==> src/rtl/sqrt_pkg.sv <==
// rtl/sqrt_pkg.sv - shared widths and constants for the integer square-root finder
package sqrt_pkg;

    localparam int WIDTH_DEF = 8;
    localparam int RW_DEF    = WIDTH_DEF / 2;
    localparam int SQW_DEF   = WIDTH_DEF + 1;
    localparam int DW_DEF    = RW_DEF + 2;

    localparam int SQ_INIT  = 1;
    localparam int DEL_INIT = 3;
    localparam int DEL_STEP = 2;

endpackage

==> src/rtl/sqrt_datapath.sv <==
// rtl/sqrt_datapath.sv - odd-number accumulation datapath for floor(sqrt(a))
// sq_q tracks (k+1)^2 and del_q tracks 2k+3 after k steps; the controller stops stepping once greater rises.
module sqrt_datapath
    import sqrt_pkg::*;
#(
    parameter int WIDTH = WIDTH_DEF
) (
    input  logic                 clk,
    input  logic                 clr_n,
    input  logic [WIDTH-1:0]     a_in,
    input  logic                 en_a,
    input  logic                 en_del,
    input  logic                 en_sq,
    input  logic                 ld_add,
    input  logic                 en_out,
    output logic                 greater,
    output logic [WIDTH/2-1:0]   root,
    output logic                 root_vld,
    output logic                 ovf
);

    localparam int RW  = WIDTH / 2;
    localparam int SQW = WIDTH + 1;
    localparam int DW  = RW + 2;
    localparam int CW  = RW + 1;

    localparam logic [CW-1:0] CNT_MAX = {1'b1, {RW{1'b0}}};

    logic [WIDTH-1:0] a_q, a_d;
    logic [SQW-1:0]   sq_q, sq_d;
    logic [DW-1:0]    del_q, del_d;
    logic [CW-1:0]    step_cnt_q, step_cnt_d;
    logic [RW-1:0]    root_q, root_d;
    logic             root_vld_q, root_vld_d;
    logic             ovf_q, ovf_d;

    logic             any_load;
    logic [CW-1:0]    cnt_base;
    logic             sat_hit;
    logic             do_step;

    always_comb begin
        any_load = en_a | en_del | en_sq;
        // A load restarts the step count, so a step in the same cycle counts as the first one.
        cnt_base = any_load ? '0 : step_cnt_q;
        sat_hit  = ld_add && (cnt_base == CNT_MAX);
        do_step  = ld_add && !sat_hit;

        a_d = en_a ? a_in : a_q;

        if (en_sq) begin
            sq_d = SQW'(SQ_INIT);
        end else if (do_step) begin
            sq_d = sq_q + SQW'(del_q);
        end else begin
            sq_d = sq_q;
        end

        if (en_del) begin
            del_d = DW'(DEL_INIT);
        end else if (do_step) begin
            del_d = del_q + DW'(DEL_STEP);
        end else begin
            del_d = del_q;
        end

        step_cnt_d = do_step ? cnt_base + CW'(1) : cnt_base;
        ovf_d      = any_load ? 1'b0 : (ovf_q | sat_hit);

        // del = 2k+3, so del>>1 = k+1 and the root is one less; uses the pre-step del.
        root_d     = en_out ? (del_q[RW:1] - RW'(1)) : root_q;
        root_vld_d = en_out ? 1'b1 : (any_load ? 1'b0 : root_vld_q);
    end

    always_ff @(posedge clk or negedge clr_n) begin
        if (!clr_n) begin
            a_q        <= '0;
            sq_q       <= SQW'(SQ_INIT);
            del_q      <= DW'(DEL_INIT);
            step_cnt_q <= '0;
            root_q     <= '0;
            root_vld_q <= 1'b0;
            ovf_q      <= 1'b0;
        end else begin
            a_q        <= a_d;
            sq_q       <= sq_d;
            del_q      <= del_d;
            step_cnt_q <= step_cnt_d;
            root_q     <= root_d;
            root_vld_q <= root_vld_d;
            ovf_q      <= ovf_d;
        end
    end

    assign greater  = sq_q > {1'b0, a_q};
    assign root     = root_q;
    assign root_vld = root_vld_q;
    assign ovf      = ovf_q;

endmodule

==> config.mk <==
export PLATFORM = sky130hd
export DESIGN_NAME = sqrt_datapath
export DESIGN_NICKNAME = d
export VERILOG_FILES = /design/src/rtl/sqrt_pkg.sv /design/src/rtl/sqrt_datapath.sv
export SDC_FILE = /design/constraint.sdc
export NUM_CORES = 1
export LEC_CHECK = 0
export CAP_MARGIN = 0
export CORE_MARGIN = 2
export CORE_UTILIZATION = 47
export DETAILED_ROUTE_END_ITERATION = 16
export PLACE_DENSITY = 0.74
export SLEW_MARGIN = 20
export SYNTH_ARGS = -nofsm -noshare
export SYNTH_HDL_FRONTEND = slang
export SYNTH_SLANG_ARGS = --single-unit
==> constraint.sdc <==
create_clock -name clk -period 4.9 [get_ports clk]
set_clock_uncertainty 0.2 [all_clocks]
set_input_delay 0.735 -clock clk [delete_from_list [all_inputs] [get_ports clk]]
set_output_delay 0.735 -clock clk [all_outputs]
set_load 0.02 [all_outputs]
; Yosys cells after proc, flatten, opt, wreduce, memory -nomap -nowiden
; Index checks and enable logic that the tools add are counted.
[totals]
ff_bits = 34
elab_cells = 31
out_inout_bits = 7
in_bits = 15
[op_classes]
mux = 9
n_bitwise = 3
n_eq_ne = 1
n_reduce_logical = 6
addsub = 4
order_cmp = 1
[ops]
columns = cell, count
row1 = $mux 9, 2
row2 = $mux 6, 2
row3 = $mux 5, 2
row4 = $add 9x6->9, 1
row5 = $gt 9x8->1, 1
row6 = $add 6x2->6 const B, 1
row7 = $reduce_bool 2->1, 3
row8 = $add 5x1->5 const B, 1
row9 = $eq 5x5->1 const B, 1
row10 = $sub 4x1->4 const B, 1
row11 = $mux 1, 3
row12 = $or 1x1->1, 3
row13 = $logic_and 1x1->1, 2
row14 = $logic_not 1->1, 1

; Longest topological paths before layout
; Gate-level depths: netlist (run 1).
[logic_depth]
depth_word = 9
depth_mapped = 10
mapped_depth_nobuf = 7

; Worst setup path after synthesis (run 1)
; OpenSTA, ideal clock, no wires.
[synth_timing]
path_kind = in2reg
startpoint = input port en_a
endpoint = register sq_q[7]
arrival_ns = 2.414
stages = 9
setup_ns = 0.125
slack_ns = 2.161
path_cell_list = buf_2 > nor3_1 > nand2_1 > ha_1 > nand4bb_1 > buf_2 > o21ai_4 > a2111oi_2 > mux2_4
[synth_between]
elab_chain_cells = 8
[synth_rtl]
columns = item, line_no
row1 = "start, declared", sqrt_datapath.sv:11  ; input logic en_a,
row2 = $or 1x1->1 (2 in a row), sqrt_datapath.sv:43  ; any_load = en_a | en_del | en_sq;
row3 = $mux 5, sqrt_datapath.sv:45  ; cnt_base = any_load ? '0 : step_cnt_q;
row4 = $eq 5x5->1, sqrt_datapath.sv:46  ; sat_hit = ld_add && (cnt_base == CNT_MAX);
row5 = $logic_and 1x1->1, sqrt_datapath.sv:46
row6 = $logic_not 1->1, sqrt_datapath.sv:47  ; do_step = ld_add && !sat_hit;
row7 = $logic_and 1x1->1, sqrt_datapath.sv:47
row8 = $reduce_bool 2->1 (no line), n/a
row9 = "end signal, assigned", sqrt_datapath.sv:78  ; sq_q <= SQW'(SQ_INIT);
row10 = "end signal, assigned", sqrt_datapath.sv:86  ; sq_q <= sq_d;
row11 = "end, declared", sqrt_datapath.sv:30  ; logic [SQW-1:0] sq_q, sq_d;
; No other way between the ends.
; A chain may end at the register's enable or synchronous reset.

; Worst setup path in the final report (run 1)
[layout_timing]
startpoint = input port en_sq
endpoint = register sq_q[8]
[layout_between]
elab_chain_cells = 7
[layout_rtl]
columns = item, line_no
row1 = "start, declared", sqrt_datapath.sv:13  ; input logic en_sq,
row2 = $or 1x1->1, sqrt_datapath.sv:43
row3 = $mux 5, sqrt_datapath.sv:45
row4 = $eq 5x5->1, sqrt_datapath.sv:46
row5 = $logic_and 1x1->1, sqrt_datapath.sv:46
row6 = $logic_not 1->1, sqrt_datapath.sv:47
row7 = $logic_and 1x1->1, sqrt_datapath.sv:47
row8 = $reduce_bool 2->1 (no line), n/a
; Parallel ways exist; a longest one is shown, timed or not.

==> metrics.md, run 1 <==
| Metric | Value |
|---|---|
| Slew HR | 64.5% |
| Final Cycle Share | 70.7% |
| Synth top area cells | dfrtp_1 39%, ha_1 11%, nor2_1 4.5% |
| Delay of the slowest critical-path stage | 670 ps |
| Crit Path Class | in2reg |
| Core area | 4060 um2 |
| Min Clock Period, post-route | 3460 ps |
| Register share of total power | 44.5% |
| Mapped Nets | 235 |
| CP top delay family | simple AND/OR/NAND/NOR gates |
| Area share of the largest cell type after synthesis | 38.7% |
| Synth Area in Compound Gates | 18.1% |
| Critical path origin | en_sq |
| Share of cells above drive strength 1 | 10.7% |
| Mux share of post-synthesis cell area | 3.68% |
| Tightest Pin Transition | 531 ps |
| Adder-Cell Fraction of Synth Area | 12.2% |
| Yosys cell types | 43 |
| Longest Clk Path Bufs | 2 |
| Die Span Y | 69.3 um |
| Post_cts resized | 0 |
| Clock group share of total power | 35.7% |
| Post-DR wirelength/cell | 13.9 um |
| Setup WS post-layout | 1440 ps |
| Yosys reg bits | 34 |
| Status | complete, no violations |
| Async SR Flop Fraction | 100% |
| Post-synth top flop | dfrtp_1 |
| Site Rows | 23 |
| CTS tree | yes |
| Worst Path Buf+Inv | 1 |
| Worst EP required | 4870 ps |
| CTS sink count | 34 |
| Largest family of logic cells by synthesized area | compound AO/OA/AOI/OAI gates |
| Root Driver | clkbuf_8 |
| Placement Setup Slack | 1200 ps |
| Switching power of the nets | 186 uW |
| First drt pass iteration count | 4 |
| Die W | 69.3 um |
| Internal | 516 uW |
| Clk slew on worst S/H paths | 70 ps |
| Io pins | 22 |
| H-tree Lvls | 2 |
| Starting DRC count in detailed routing | 77 |
| Hold path start | root_vld |
| Die Footprint | 4810 um2 |
| Pleak | 0.00111 uW |
| R2R Path Start | sq_q[0] |
| Largest net degree at the start of global routing | 35 |
| Fin. Hold Viols | 0 |
| Largest area contributor in the netlist | dfrtp_1 |
| Clk Latency, worst-skew pair | 290 ps |
| ANT nets after route | 0 |
| Total track usage | 17.2% |
| CP endpoint kind | register |
| Vias | 1461 |
| Port Buffer Count | 21 |
| Commonest non-fill, non-tap cell in the layout | dfrtp_1 |
| Setup repair bufs after CTS | 0 |
| Peak fanout along the critical path | 14 |
| RSZ-0062 raised after global routing | no |
| TNS Setup | 0 ps |
| Max frequency | 0.289 GHz |
| Post-synth EDFFs | 0 |
| Worst setup SP type | input port |
| CTS Buf Count | 5 |
| Cells after Synth | 201 |
| Post-detail-place hpwl | 2810 um |
| CTS Hold Bufs | 0 |
| Max Transition Viols Final | 0 |
| Slowest stage cell, crit path | clkdlybuf4s50_1 |
| Final setup vio count | 0 |
| Sw frac | 26.5% |
| Antenna diodes | 0 |
| Min-Delay Path Class | reg2reg |
| Xor and xnor area share after synthesis | 4.36% |
| Grt ovf | 0 |
| Yosys warnings | 0 |
| Placer Congestion | 0.838 |
| Register area share after synthesis | 42.6% |
| Area grow syn2layout | 17.4% |
| Max Cap Viol | 0 |
| Antenna violations before repair | 0 |
| Initial Util | 49.5% |
| Via-per-instance ratio | 5.33 |
| Synthesized area per cell | 9.98 um2 |
| Nets | 257 |
| CP cell instances | clkdlybuf4s50_1, nor3_1, nand2_1, ha_1, nand4bb_1, o2111ai_1, a211oi_1, mux2_1 |
| Post-synthesis cell area | 2010 um2 |
| Vias in the first global route | 1461 |
| Commonest cells after routing, fill and taps aside | 31 x dfrtp_1, 24 x nor2_1, 21 x clkdlybuf4s50_1 |
| Comb power frac | 19.8% |
| PwrDens | 298 nW/um2 |
| First-pass GRT wire length | 6620 um |
| Post-Route WL | 3810 um |
| DR DRC count | 0 |
| Critical Path AT | 3430 ps |
| Simple-Gate Fraction of Synth Area | 13.9% |
| Worst vdd ir | 0.000141 V |
==> cell type report <==
type / count / area (um2)
Clock buffer: 5 / 68.8
Tap cell: 50 / 62.6
Inverter: 15 / 56.3
Fill cell: 344 / 1700
Clock inverter: 3 / 40.0
Multi-Input combinational cell: 144 / 1050
Timing Repair Buffer: 23 / 225
Sequential cell: 34 / 855
==> stage by stage <==
stage	power, uW	hold WS, ps	instances	area (um2)	util [%]
final	703	304	274	2360	58.1
after floorplan	409	239	201	2010	-
after global routing	741	306	274	2360	58.1
after detailed placement	457	284	266	2250	55.4
after CTS	710	299	274	2360	58.1
after global placement	454	279	266	2250	55.4
==> kinds of logic (layout without fill, tap and decap cells) <==
group | after synthesis | in the layout
simple gates | 62 | 62
compound gates | 47 | 47
flops | 34 | 34
buf+inv | 23 | 46
fa+ha+maj | 19 | 19
xor+xnor | 10 | 10
mux | 6 | 6
==> final timing paths <==
path	endpoint	slack, ps	cells past startpoint
setup / recovery	sq_q[8]	1440	8
hold / removal	root_vld	300	1
setup reg to reg	sq_q[8]	2610	6
hold reg to reg	root_vld	300	1
max in group asynchronous	sq_q[0]	3510	2
min in group asynchronous	a_q[0]	660	2
==> cells in the mapped netlist, drive strengths merged (2+ instances only) <==
library cell,count
buf,4
nor2b,3
nand2,20
o21a,5
a21o,3
nand4,3
dfrtp,31
xnor2,4
a211o,6
a21oi,7
ha,18
o2111ai,2
mux2,5
o211ai,3
o21ai,11
inv,15
or3,2
nor3,3
a211oi,5
xor2,6
clkbuf,4
nand3,2
nor2,24
dfstp,3
==> power groups by stage <==
stage / clock network, uW / logic, uW / registers [uW]
after CTS: 257 / 140 / 313
final: 251 / 139 / 313
after floorplan: 0 / 86.8 / 322
after global placement: 0 / 136 / 318
after global routing: 269 / 156 / 316
after detailed placement: 0 / 138 / 318
==> sequential cells by signal (all words and copies together) (netlist names) <==
signal      flops
sq_q            9
root_vld        1
a_q             8
step_cnt_q      5
ovf             1
del_q           6
root            4
==> routing by layer <==
| layer | routed length (um) | share of wire (%) | vias to the layer above | global-route usage [%] |
|---|---|---|---|---|
| met4 | 63 | 1.7 | 0 | 5.88 |
| met3 | 112 | 2.9 | 6 | 4.07 |
| met1 | 1780 | 47 | 694 | 22.0 |
| li1 | - | - | 745 | - |
| met5 | 0 | 0 | - | 0 |
| met2 | 1850 | 49 | 16 | 28.5 |
No activity file was read; power rests on OpenSTA's default activity.
==> run 2: changes to the inputs <==
--- a/config.mk
+++ b/config.mk
@@ -9,7 +9,7 @@
 export CORE_MARGIN = 2
 export CORE_UTILIZATION = 47
 export DETAILED_ROUTE_END_ITERATION = 16
-export PLACE_DENSITY = 0.74
+export PLACE_DENSITY = 0.77
 export SLEW_MARGIN = 20
 export SYNTH_ARGS = -nofsm -noshare
 export SYNTH_HDL_FRONTEND = slang
==> constraint.sdc (replaced) <==
create_clock -name clk -period 3 [get_ports clk]
set_clock_uncertainty 0.2 [all_clocks]
set_input_delay 0.45 -clock clk [delete_from_list [all_inputs] [get_ports clk]]
set_output_delay 0.45 -clock clk [all_outputs]
set_load 0.02 [all_outputs]
==> run 2 against run 1 <==
  * Utilization rose by 1.0 points
  * Cell area rose by 1.8%
  * Largest power group unchanged
  * Global-route usage rose by 1.1 points
  * First-iteration DRC count rose by 43%
  * Register-to-register slack got worse by 1900 ps
  * Wire length rose by 6.7%
==> metrics.md, run 2 (synthesis gave the netlist of run 1 again) <==
| Metric | Value |
|---|---|
| Worst vdd ir | 0.000246 V |
| Io pins | 22 |
| Root Driver | clkbuf_8 |
| Total track usage | 18.3% |
| Clk slew on worst S/H paths | 70 ps |
| CTS Buf Count | 5 |
| Sequential cell area | 855 um2 |
| ANT nets after route | 0 |
| H-tree Lvls | 2 |
| Die W | 69.3 um |
| Fill count | 337 |
| Max frequency | 0.380 GHz |
| Sw frac | 27.1% |
| Max Transition Viols Final | 0 |
| Site Rows | 23 |
| Clock group share of total power | 35.0% |
| Worst EP required | 2350 ps |
| Die Span Y | 69.3 um |
| Non-filler cells in the finished layout | 279 |
| Internal | 834 uW |
| CTS tree | yes |
| Status | complete, no violations |
| Largest net degree at the start of global routing | 35 |
| TNS Setup | 0 ps |
| RSZ-0062 raised after global routing | no |
| Placer Congestion | 0.905 |
| Setup WS post-layout | 367 ps |
| DR DRC count | 0 |
| First drt pass iteration count | 4 |
| Fin. Hold Viols | 0 |
| Register share of total power | 44.8% |
| Area grow syn2layout | 19.5% |
| Via-per-instance ratio | 5.48 |
| Number of flip-flops in the largest register | 9 |
| Clk Latency, worst-skew pair | 290 ps |
| Slew HR | 70.7% |
| Comb power frac | 20.2% |
| Setup repair bufs after CTS | 0 |
| Vias | 1529 |
| Final setup vio count | 0 |
| Max Cap Viol | 0 |
| Nets | 262 |
| Starting DRC count in detailed routing | 110 |
| Dpl cell area | 2280 um2 |
| Final instance area | 2400 um2 |
| Antenna violations before repair | 0 |
| Initial Util | 49.5% |
| Share of cells above drive strength 1 | 12.7% |
| Core area | 4060 um2 |
| Power Total | 1140 uW |
| First-pass GRT wire length | 7020 um |
| Post-DR wirelength/cell | 14.6 um |
| Post-Place Cells | 271 |
| Post-detail-place hpwl | 2980 um |
| Post-Route WL | 4060 um |
| Placement Setup Slack | 176 ps |
| CTS sink count | 34 |
| Min Clock Period, post-route | 2630 ps |
| Crit Path Class | reg2out |
| Vias in the first global route | 1484 |
| Final Cycle Share | 87.8% |
| CTS Hold Bufs | 0 |
| Commonest cells after routing, fill and taps aside | 31 x dfrtp_1, 24 x nor2_1, 20 x nand2_1, 20 x clkdlybuf4s50_1, 18 x ha_1 |
| Top flop regs | sq_q x9, a_q x8, del_q x6 |
| Grt ovf | 0 |
| Switching power of the nets | 310 uW |
| Port Buffer Count | 21 |
| Critical Path AT | 1980 ps |
| Tightest Pin Transition | 440 ps |
| PwrDens | 477 nW/um2 |
| Area of the multi-input gates | 1050 um2 |
| Commonest non-fill, non-tap cell in the layout | dfrtp_1 |
| Pleak | 0.00115 uW |
| Post_cts resized | 0 |
| Antenna diodes | 0 |
| CP endpoint kind | output port |
| Min-Delay Path Class | reg2reg |
| Die Footprint | 4810 um2 |
| Worst setup SP type | register |
| Longest Clk Path Bufs | 2 |
| Most flop-heavy register | sq_q |
| Peak fanout along the critical path | 4 |
run 2: changes by cell type in the layout (fill, tap and decap cells not counted):
cell             previous run  this run
buf_4                       2         7
bufinv_16                   1         0
clkbuf_8                    5         8
clkdlybuf4s50_1            21        20
clkinv_2                    2         0
dlymetal6s2s_1              0         1
run 2: metal layers:
metal	share of wire, %	wire length, um	vias to the layer above	GRT usage [%]
met4	0.59	24	0	5.88
met2	49	2000	19	29.0
met3	2.6	107	5	5.23
met5	0	0	-	0
met1	48	1930	748	24.3
li1	-	-	757	-
run 2: power groups by stage:
stage                     clock, uW  combinational (uW)  sequential (uW)
final                           401                 231              512
after global routing            436                 257              517
after CTS                       408                 234              513
after detailed placement          0                 231              521
after global placement            0                 226              520
after floorplan                   0                 142              526
run 2: stage by stage:
step | hold slack [ps] | util (%)
4_1_cts | 309 | 59.0
2_1_floorplan | -45.6 | -
3_5_place_dp | 290 | 56.3
3_3_place_gp | 261 | 56.3
6_report | 300 | 59.1
5_1_grt | 323 | 59.1
run 2: final timing paths:
kind,start,to,slack (ps),cells after the start
hold / removal,root_vld,root_vld,300,1
min in group asynchronous,clr_n,a_q[1],370,2
hold reg to reg,root_vld,root_vld,300,1
setup / recovery,sq_q[1],greater,370,6
max in group asynchronous,clr_n,del_q[0],1900,2
setup reg to reg,sq_q[0],sq_q[8],670,6
run 2: worst max-delay path, cell delays in order, from the launching register on:
cell	delay, ps
dfrtp_1	430
ha_1	310
nor2b_1	130
o31ai_1	240
a211oi_1	120
o31a_1	250
dlymetal6s2s_1	200
run 2: layout make-up:
class / count / area share (%)
timing repair buffer: 28 / 11.1
tap: 50 / 2.61
inverter: 15 / 2.35
sequential: 34 / 35.6
clock buffer: 8 / 4.59
multi-input combinational: 144 / 43.7
